File: src/rtl/adc_pkg.sv
// Shared definitions for the ADC capture path and the host-interface block.
package adc_pkg;

  typedef enum logic [1:0] {
    WAIT_LOCK = 2'd0,
    IDLE      = 2'd1,
    CAPTURE   = 2'd2,
    DRAIN     = 2'd3
  } cap_state_e;

  localparam int ADC_DATA_W = 10;
  localparam int ADC_DEPTH  = 256;

  // A zero or oversized request selects a full buffer.
  function automatic int unsigned eff_len(input int unsigned req, input int unsigned depth);
    return (req == 0 || req > depth) ? depth : req;
  endfunction

endpackage

File: src/rtl/adc_capture_ram.sv
// Simple dual-port sample buffer with a registered read port, shaped for
// block-RAM inference (no reset on the array or the read register).
module capture_ram #(
  parameter  int WIDTH = 11,
  parameter  int DEPTH = 256,
  localparam int AW    = $clog2(DEPTH)
) (
  input  logic             clock,
  input  logic             wr_en_i,
  input  logic [AW-1:0]    wr_addr_i,
  input  logic [WIDTH-1:0] wr_data_i,
  input  logic             rd_en_i,
  input  logic [AW-1:0]    rd_addr_i,
  output logic [WIDTH-1:0] rd_data_o
);

  logic [WIDTH-1:0] mem [DEPTH];

  always_ff @(posedge clock) begin
    if (wr_en_i) mem[wr_addr_i] <= wr_data_i;
    if (rd_en_i) rd_data_o <= mem[rd_addr_i];
  end

endmodule

File: src/rtl/adc_capture.sv
// Lock-qualified ADC snapshot: captures N (optionally decimated) samples on arm,
// then drains them as a valid/ready stream with a one-entry skid register.
module adc_capture
  import adc_pkg::*;
#(
  parameter  int DATA_W    = ADC_DATA_W,
  parameter  int DEPTH     = ADC_DEPTH,
  parameter  int LOCK_WAIT = 1023,
  parameter  int DECIM_W   = 8,
  localparam int AW        = $clog2(DEPTH),
  localparam int LW        = AW + 1
) (
  input  logic               clock,
  input  logic               reset_n,
  input  logic               pll_locked,
  input  logic [DATA_W-1:0]  adc_data,
  input  logic               adc_ovr,
  input  logic               arm,
  input  logic [DECIM_W-1:0] decim,
  input  logic [LW-1:0]      num_samples,
  output logic [DATA_W:0]    out_data,
  output logic               out_valid,
  input  logic               out_ready,
  output logic               out_last,
  output logic               lock_ok,
  output logic               busy,
  output logic               ovr_seen
);

  localparam int CW = $clog2(LOCK_WAIT + 1);

  logic              lock_meta_q, lock_sync_q, lock_ok_q;
  logic [CW-1:0]     lock_cnt_q;
  logic [DATA_W:0]   adc_q;
  cap_state_e        state_q;
  logic [DECIM_W-1:0] decim_q, dec_cnt_q;
  logic [LW-1:0]     len_q, wr_cnt_q, issue_cnt_q;
  logic              pend_q, pend_last_q;
  logic [DATA_W:0]   out_q, skid_q, rd_data;
  logic              out_valid_q, out_last_q, skid_valid_q, skid_last_q;
  logic              ovr_seen_q;
  logic              wr_en, rd_en, pop;
  logic [1:0]        fill;

  always_ff @(posedge clock or negedge reset_n) begin
    if (!reset_n) begin
      lock_meta_q <= 1'b0;
      lock_sync_q <= 1'b0;
      lock_cnt_q  <= '0;
      lock_ok_q   <= 1'b0;
      adc_q       <= '0;
    end else begin
      lock_meta_q <= pll_locked;
      lock_sync_q <= lock_meta_q;
      if (!lock_sync_q)                   lock_cnt_q <= '0;
      else if (lock_cnt_q != CW'(LOCK_WAIT)) lock_cnt_q <= lock_cnt_q + CW'(1);
      lock_ok_q <= lock_sync_q && (lock_cnt_q == CW'(LOCK_WAIT));
      adc_q     <= {adc_ovr, adc_data};
    end
  end

  assign wr_en = (state_q == CAPTURE) && (dec_cnt_q == '0);
  assign pop   = out_valid_q & out_ready;
  // Entries held or in flight after this cycle; a read is issued only if it has a slot.
  assign fill  = {1'b0, out_valid_q} + {1'b0, skid_valid_q} + {1'b0, pend_q} - {1'b0, pop};
  assign rd_en = (state_q == DRAIN) && (issue_cnt_q != len_q) && (fill < 2'd2);

  always_ff @(posedge clock or negedge reset_n) begin
    if (!reset_n) begin
      state_q      <= WAIT_LOCK;
      decim_q      <= '0;
      dec_cnt_q    <= '0;
      len_q        <= '0;
      wr_cnt_q     <= '0;
      issue_cnt_q  <= '0;
      pend_q       <= 1'b0;
      pend_last_q  <= 1'b0;
      out_q        <= '0;
      out_valid_q  <= 1'b0;
      out_last_q   <= 1'b0;
      skid_q       <= '0;
      skid_valid_q <= 1'b0;
      skid_last_q  <= 1'b0;
      ovr_seen_q   <= 1'b0;
    end else if (!lock_sync_q) begin
      state_q      <= WAIT_LOCK;
      dec_cnt_q    <= '0;
      wr_cnt_q     <= '0;
      issue_cnt_q  <= '0;
      pend_q       <= 1'b0;
      out_valid_q  <= 1'b0;
      out_last_q   <= 1'b0;
      skid_valid_q <= 1'b0;
    end else begin
      pend_q <= rd_en;
      if (rd_en) begin
        pend_last_q <= (issue_cnt_q == len_q - LW'(1));
        issue_cnt_q <= issue_cnt_q + LW'(1);
      end
      case (state_q)
        WAIT_LOCK: if (lock_ok_q) state_q <= IDLE;
        IDLE: if (arm) begin
          state_q     <= CAPTURE;
          decim_q     <= decim;
          len_q       <= LW'(eff_len(32'(num_samples), DEPTH));
          dec_cnt_q   <= '0;
          wr_cnt_q    <= '0;
          issue_cnt_q <= '0;
          ovr_seen_q  <= 1'b0;
        end
        CAPTURE: begin
          dec_cnt_q <= (dec_cnt_q == decim_q) ? '0 : dec_cnt_q + DECIM_W'(1);
          if (wr_en) begin
            wr_cnt_q <= wr_cnt_q + LW'(1);
            if (adc_q[DATA_W]) ovr_seen_q <= 1'b1;
            if (wr_cnt_q + LW'(1) == len_q) state_q <= DRAIN;
          end
        end
        DRAIN: begin
          if (!out_valid_q || out_ready) begin
            if (skid_valid_q) begin
              out_q        <= skid_q;
              out_last_q   <= skid_last_q;
              out_valid_q  <= 1'b1;
              skid_q       <= rd_data;
              skid_last_q  <= pend_last_q;
              skid_valid_q <= pend_q;
            end else begin
              out_q       <= rd_data;
              out_last_q  <= pend_q & pend_last_q;
              out_valid_q <= pend_q;
            end
          end else if (pend_q) begin
            skid_q       <= rd_data;
            skid_last_q  <= pend_last_q;
            skid_valid_q <= 1'b1;
          end
          if (pop && out_last_q) state_q <= IDLE;
        end
      endcase
    end
  end

  capture_ram #(.WIDTH(DATA_W + 1), .DEPTH(DEPTH)) u_ram (
    .clock     (clock),
    .wr_en_i   (wr_en),
    .wr_addr_i (wr_cnt_q[AW-1:0]),
    .wr_data_i (adc_q),
    .rd_en_i   (rd_en),
    .rd_addr_i (issue_cnt_q[AW-1:0]),
    .rd_data_o (rd_data)
  );

  assign out_data  = out_q;
  assign out_valid = out_valid_q;
  assign out_last  = out_last_q;
  assign lock_ok   = lock_ok_q;
  assign busy      = (state_q == CAPTURE) || (state_q == DRAIN);
  assign ovr_seen  = ovr_seen_q;

endmodule

File: config.mk
export PLATFORM = sky130hd
export DESIGN_NAME = adc_capture
export DESIGN_NICKNAME = d
export VERILOG_FILES = /design/src/rtl/adc_pkg.sv /design/src/rtl/adc_capture_ram.sv /design/src/rtl/adc_capture.sv
export SDC_FILE = /design/constraint.sdc
export NUM_CORES = 2
export LEC_CHECK = 0
export ABC_AREA = 1
export CORE_MARGIN = 8
export CORE_UTILIZATION = 50
export DETAILED_ROUTE_END_ITERATION = 8
export MAX_ROUTING_LAYER = met4
export PLACE_DENSITY = 0.65
export SYNTH_ARGS = -nofsm -noshare
export SYNTH_HDL_FRONTEND = slang
export SYNTH_SLANG_ARGS = --single-unit
File: constraint.sdc
create_clock -name clock -period 5.26 [get_ports clock]
set_clock_uncertainty 0.05 [all_clocks]
set_input_delay 1.052 -clock clock [delete_from_list [all_inputs] [get_ports clock]]
set_output_delay 1.052 -clock clock [all_outputs]
set_load 0.05 [all_outputs]
== Yosys cells after proc, flatten, opt, wreduce, memory -nomap -nowiden ==
Memory sizes are Yosys's and may differ from the RTL's. A register that Yosys moved wholly into a read port is not among the register bits.
Index checks and enable logic that the tools add are counted.
Cells by class
  bitwise operators: 2
  reduce and logical (&&, ||, !) cells: 24
  equality and inequality tests: 23
  magnitude comparators: 2
  add/sub/neg operators: 8
  muxes and demuxes: 49
Operator list (number)
  two-way mux 9 bit: 8
  two-way mux 11 bit: 4
  two-way mux 8 bit: 3
  two-way mux 1 bit: 22
  two-way mux 10 bit: 2
  adder 9 x 1 -> 9 bit (second input constant): 2
  == test 9 bit: 2
  one-hot mux 9 bit (2 select lines): 1
  one-hot mux 8 bit (2 select lines): 1
  two-way mux 2 bit: 6
  inequality test 3 bit (second input constant): 4
  adder 10 x 1 -> 10 bit (second input constant): 1
  == test 10 bit (second input constant): 1
  inequality test 10 bit (second input constant): 1
  AND reduction 5 bit: 2
  > comparator 9 bit (second input constant): 1
  logical NOT 9 bit: 1
  inequality test 9 bit: 1
  AND reduction 3 bit: 3
  subtractor 9 x 1 -> 9 bit (second input constant): 1
  adder 8 x 1 -> 8 bit (second input constant): 1
  == test 8 bit: 1
  logical NOT 8 bit: 1
  inequality test 2 x 1 -> 1 bit (second input constant): 4
  other kinds (19): 34
Storage, ports and cells
  input bits: 33
  flip-flop bits (word level): 98
  output and inout port bits: 16
  memory bits (writable): 2816
  word-level logic and storage cells: 129
  memories kept: 1
Memories
  u_ram.mem: words 256, width 11, rd ports 1, clocked after Yosys merged registers in 1, wr ports 1, line adc_capture_ram.sv:17  | logic [WIDTH-1:0] mem [DEPTH];

== Logic depth before layout (Yosys ltp) ==
  depth after elaboration: 9
  depth in mapped cells: 20
  depth with buffers taken out: 17

== By module ==
A second synthesis with hierarchy kept.
Unflattened totals
  cell total of the unflattened synthesis: 10071
  area, all modules: 119952.5 µm²
Modules (own cells, without submodules)
  capture_ram: area each 114950.2 µm², seq. area each 84891.4 µm², times used 1, cells each 9483
  adc_capture: area each 5002.3 µm², seq. area each 2452.4 µm², times used 1, cells each 588

== Worst setup path before layout ==
Ideal clock, no wire load.
  kind: register to register
  start point: register adc_q[10]
  end point: memory u_ram.mem[0][10] (data pin)
  buffers on the path: 0
  stages on the path, launching flop included: 1
  data required time: 4.406 ns
  setup slack: 1.223 ns
  clock period less this slack: 4.037 ns
  setup time: 0.804 ns
  arrival time: 3.183 ns
  path through: dfrtp_1
RTL lines
  start, declared: line adc_capture.sv:34  | logic [DATA_W:0] adc_q;
  start signal, assigned: line adc_capture.sv:58  | adc_q <= {adc_ovr, adc_data};
  end, declared: line adc_capture_ram.sv:17
No word-level cell before the write port.

== Final worst setup path ==
  start point: register issue_cnt_q[0]
  end point: register u_ram.rd_data_o[0], read port of u_ram.mem (data pin)
On the way
  longest elaborated chain between the ends: 3
Ends and longest elaborated chain
  start, declared: line adc_capture.sv:37  | logic [LW-1:0] len_q, wr_cnt_q, issue_cnt_q;
  start signal, assigned: line adc_capture.sv:98  | issue_cnt_q <= issue_cnt_q + LW'(1);
  inequality test 9 bit: line adc_capture.sv:66  | assign rd_en = (state_q == DRAIN) && (issue_cnt_q != len_q) && (fill < 2'd2);
  logical AND 1 bit (2 in series): line adc_capture.sv:66
  end, declared: line adc_capture_ram.sv:14  | output logic [WIDTH-1:0] rd_data_o
Several ways; a longest one is shown, not always the timed one.
A chain may end at the register's enable or synchronous reset.

==> metrics.csv <==
stage,metric,value,unit
worst_setup_path,critical path class,flop to flop,
worst_setup_path,Worst path most repeated cell,nand2_1,
routing,router iterations before antenna repair,7,
worst_setup_path,crit path buf inv count,2,
routing,Starting DRT DRC Count,11400,
floorplanning,Core ar.,245300,um^2
sta,FMAX,0.2513,GHz
worst_setup_path,Worst setup SP type,flop,
cts,Hold Buf Count CTS,0,
worst_setup_path,crit-path cells,"inv_8, buf_4, nand2_1, nand3_1, nand2_1, nand2_1, nand2_1, nor2_1, nand2_1, nand3_1, nand3_1, nand3_1, nand2_1",
cells_and_area,share of layout cells above drive strength 1,7.663,%
cts,clock tree buffer depth,4,
cts,cts bufs inserted,312,
floorplanning,die height,512.1,um
worst_setup_path,slowest CP cell,dfrtp_4,
global_routing,initial antenna violation count,7,
sta,Hold Fails Final Rpt,0,
routing,WL final,352100,um
run,max-cap violations,0,
synth,Yosys reg bits,2925,
cells_and_area,nets,11590,
global_routing,first-pass GRT wire length,521600,um
sta,Final period util,75.64,%
synth,post-synthesis cell type count,40,
synth,"Top FF cell, synth",edfxtp_1,
cts,clk_lat worst skew,950,ps
cts,sink count of the clock tree,2925,
cts,"Clk pin slew, worst setup/hold paths",60,ps
floorplanning,die area,262200,um^2
cts,htree depth,5,
cts,CTS root buf,clkbuf_16,
global_routing,vias in the first global route,81340,
worst_setup_path,CP endpoint kind,flop,
cells_and_area,Multi-input gate area,29510,um^2
floorplanning,Ports,49,
floorplanning,die width,512.1,um
run_status,outcome,"finished, final reports clean",
sta,Setup-failing EPs final,0,
floorplanning,row cnt,182,
pwr,worst IR drop on VDD,0.3148,mV
sta,crit path time final,3979,ps
synth,Post-Syn Instances,11430,
routing,DRT antenna net count,0,
worst_setup_path,FF-to-FF Start,issue_cnt_q[0],
routing,via count of the routed design,84360,
cells_and_area,fillcell total,20230,
worst_setup_path,"slowest stage delay, CP",770,ps
worst_setup_path,R2R setup slack,1280,ps
sta,slew at the pin closest to its max-slew limit,1214,ps
routing,drc violations,0,
pwr,final total power,54.68,mW
cts,Resize count post-CTS,0,
synth,register area share after synthesis,70.99,%
cts,post-CTS setup buffer count,0,
synth,number of flops mapped to enable cells by yosys,2827,
cells_and_area,Reg area,87400,um^2
synth,Post-synth ARST share,3.350,%
worst_setup_path,CP required,5890,ps
worst_setup_path,worst reg2reg path depth,13,
synth,syn nets,11480,
global_routing,GR Overflow Total,0,
synth,"Avg Cell Area, Syn",10.76,um^2
worst_setup_path,r2r endpoint,u_ram.rd_data_o[0],
synth,Netlist Area Pre-Place,123000,um^2
global_routing,largest net degree at the start of global routing,209,
place,placed wire-length estimate,200700,um
pwr,PD cells,396.7,nW/um^2
sta,RSZ-0062 raised after global routing,false,
worst_setup_path,critical path startpoint,issue_cnt_q[0],
place,Port-buffer cells,48,
floorplanning,Initial Utilization,50.17,%
global_routing,Tot GR Track Use,26.86,%
synth,Syn. warnings,0,
pwr,Pleak,52.73,nW
sta,Max transition margin,19.00,%
routing,DR WL/cell,23.50,um
routing,Vias per Instance,5.631,
place,GP Congestion,0.9472,
min_path,hold crit path type,input port to asynchronous set/reset pin,
worst_setup_path,CP max FO,120,
sta,max-slew violations,0,
cells_and_area,Area Overhead vs Synth,12.04,%
worst_setup_path,"delay-heaviest family, CP",buffers and inverters,
cells_and_area,final core utilization,56.21,%
sta,setup TNS,0,ps
worst_setup_path,Crit path arrival time,4610,ps
cts,CTS tree,yes,
-- registers in the layout (all words and copies together) (netlist names), 2 cells and up --
register	flops
u_ram.mem	2816
adc_q	11
out_data	11
skid_q	11
u_ram.rd_data_o	11
lock_cnt_q	10
issue_cnt_q	9
len_q	9
wr_cnt_q	9
dec_cnt_q	8
decim_q	8
state_q	2
-- worst max path at each step --
stage / end / cells past startpoint / slack (ps)
finish: u_ram.rd_data_o[0] / 13 / 1280
global route: u_ram.mem[195][9] / 8 / 1110
CTS: u_ram.rd_data_o[8] / 16 / 1350
detailed placement: u_ram.rd_data_o[8] / 16 / 1360
global placement: u_ram.rd_data_o[8] / 16 / 1340
floorplan: u_ram.mem[0][10] / 0 / 1220
-- placed cells by master (no fill, tap or decap), drive strengths merged, types with 16 or more instances in the layout --
cell type      netlist  routed
o21ai              750     750
clkbuf             253     392
nand2             3222    3222
nor3                16      16
clkinv               3     105
bufinv               0      21
clkdlybuf4s50        0      47
nor2              1622    1622
or2                 32      32
dfrtp               98      98
buf                384     387
inv                917     925
a21oi              137     137
ha                  16      16
edfxtp            2827    2827
o211ai              87      87
nand3              974     974
-- cell usage after synthesis, types with 3 or more instances --
cell,instances,area share [%]
clkbuf_1,253,0.77
nor3_2,4,0.033
inv_1,906,2.8
xor2_1,13,0.093
o211ai_1,87,0.53
nand3_1,974,4.0
mux2_2,11,0.10
ha_1,16,0.16
nor4_1,9,0.046
buf_4,24,0.15
buf_2,266,1.1
clkinv_1,3,0.0092
and2_1,3,0.015
o21ai_0,700,2.8
nor2_1,1621,4.9
o21ai_1,50,0.20
a21oi_1,137,0.56
edfxtp_1,2827,69
nand4_1,9,0.046
o22ai_1,13,0.066
or2_2,32,0.16
inv_2,11,0.034
dfrtp_1,98,2.0
a31oi_1,14,0.071
buf_1,88,0.27
nand2_1,3222,9.8
buf_6,6,0.055
xnor2_1,10,0.071
nor3_1,12,0.049
-- kinds of logic (layout without fill, tap and decap cells) --
family | Yosys count | after routing | share of synthesized area [%]
simple gates | 5891 | 5891 | 19.12
flops | 2925 | 2925 | 70.99
buf+inv | 1557 | 1883 | 5.130
compound gates | 1009 | 1009 | 4.331
xor+xnor | 23 | 23 | 0.1637
fa+ha+maj | 16 | 16 | 0.1627
mux | 11 | 11 | 0.1007
other cells | 0 | 3 | 0
-- power breakdown --
part	total (mW)	switching (mW)	internal, mW
logic	7.71	5.68	2.03
clock network	20.9	8.79	12.1
registers	26.1	0.323	25.7
total	54.7	14.8	39.9
-- cell type report --
class	count	share of cell area [%]
clock inverter	137	0.8677
clock buffer	392	6.003
sequential	2925	63.40
tap	3220	2.923
inverter	920	2.527
multi-input combinational	6950	21.41
antenna	3	0.005446
timing repair buffer	434	2.866
-- stage by stage --
stage / hold WS, ps / std cells / setup WS [ps] / instance area, um^2
6_report: 174.3 / 14980 / 1281 / 137800
3_3_place_gp: 283.2 / 14450 / 1344 / 128400
5_1_grt: 222.3 / 14980 / 1109 / 137800
2_1_floorplan: 281.2 / 11430 / 1223 / 123000
4_1_cts: 157.7 / 14980 / 1352 / 137800
3_5_place_dp: 290.2 / 14450 / 1362 / 128400
-- worst register-to-register path: cells and delay by family (launching register included) --
family | cells | cell delay, ps
buffers and inverters | 2 | 1480
flip-flops | 1 | 770
AND/OR/NAND/NOR | 11 | 1420
-- metal layers --
layer  share of wire (%)  track usage, %
met1                  40           35.88
met2                  47           42.25
met3                 8.7           4.327
met4                 4.0           9.343
met5                   0               -
Note: power is estimated with default switching activity, not from simulation.
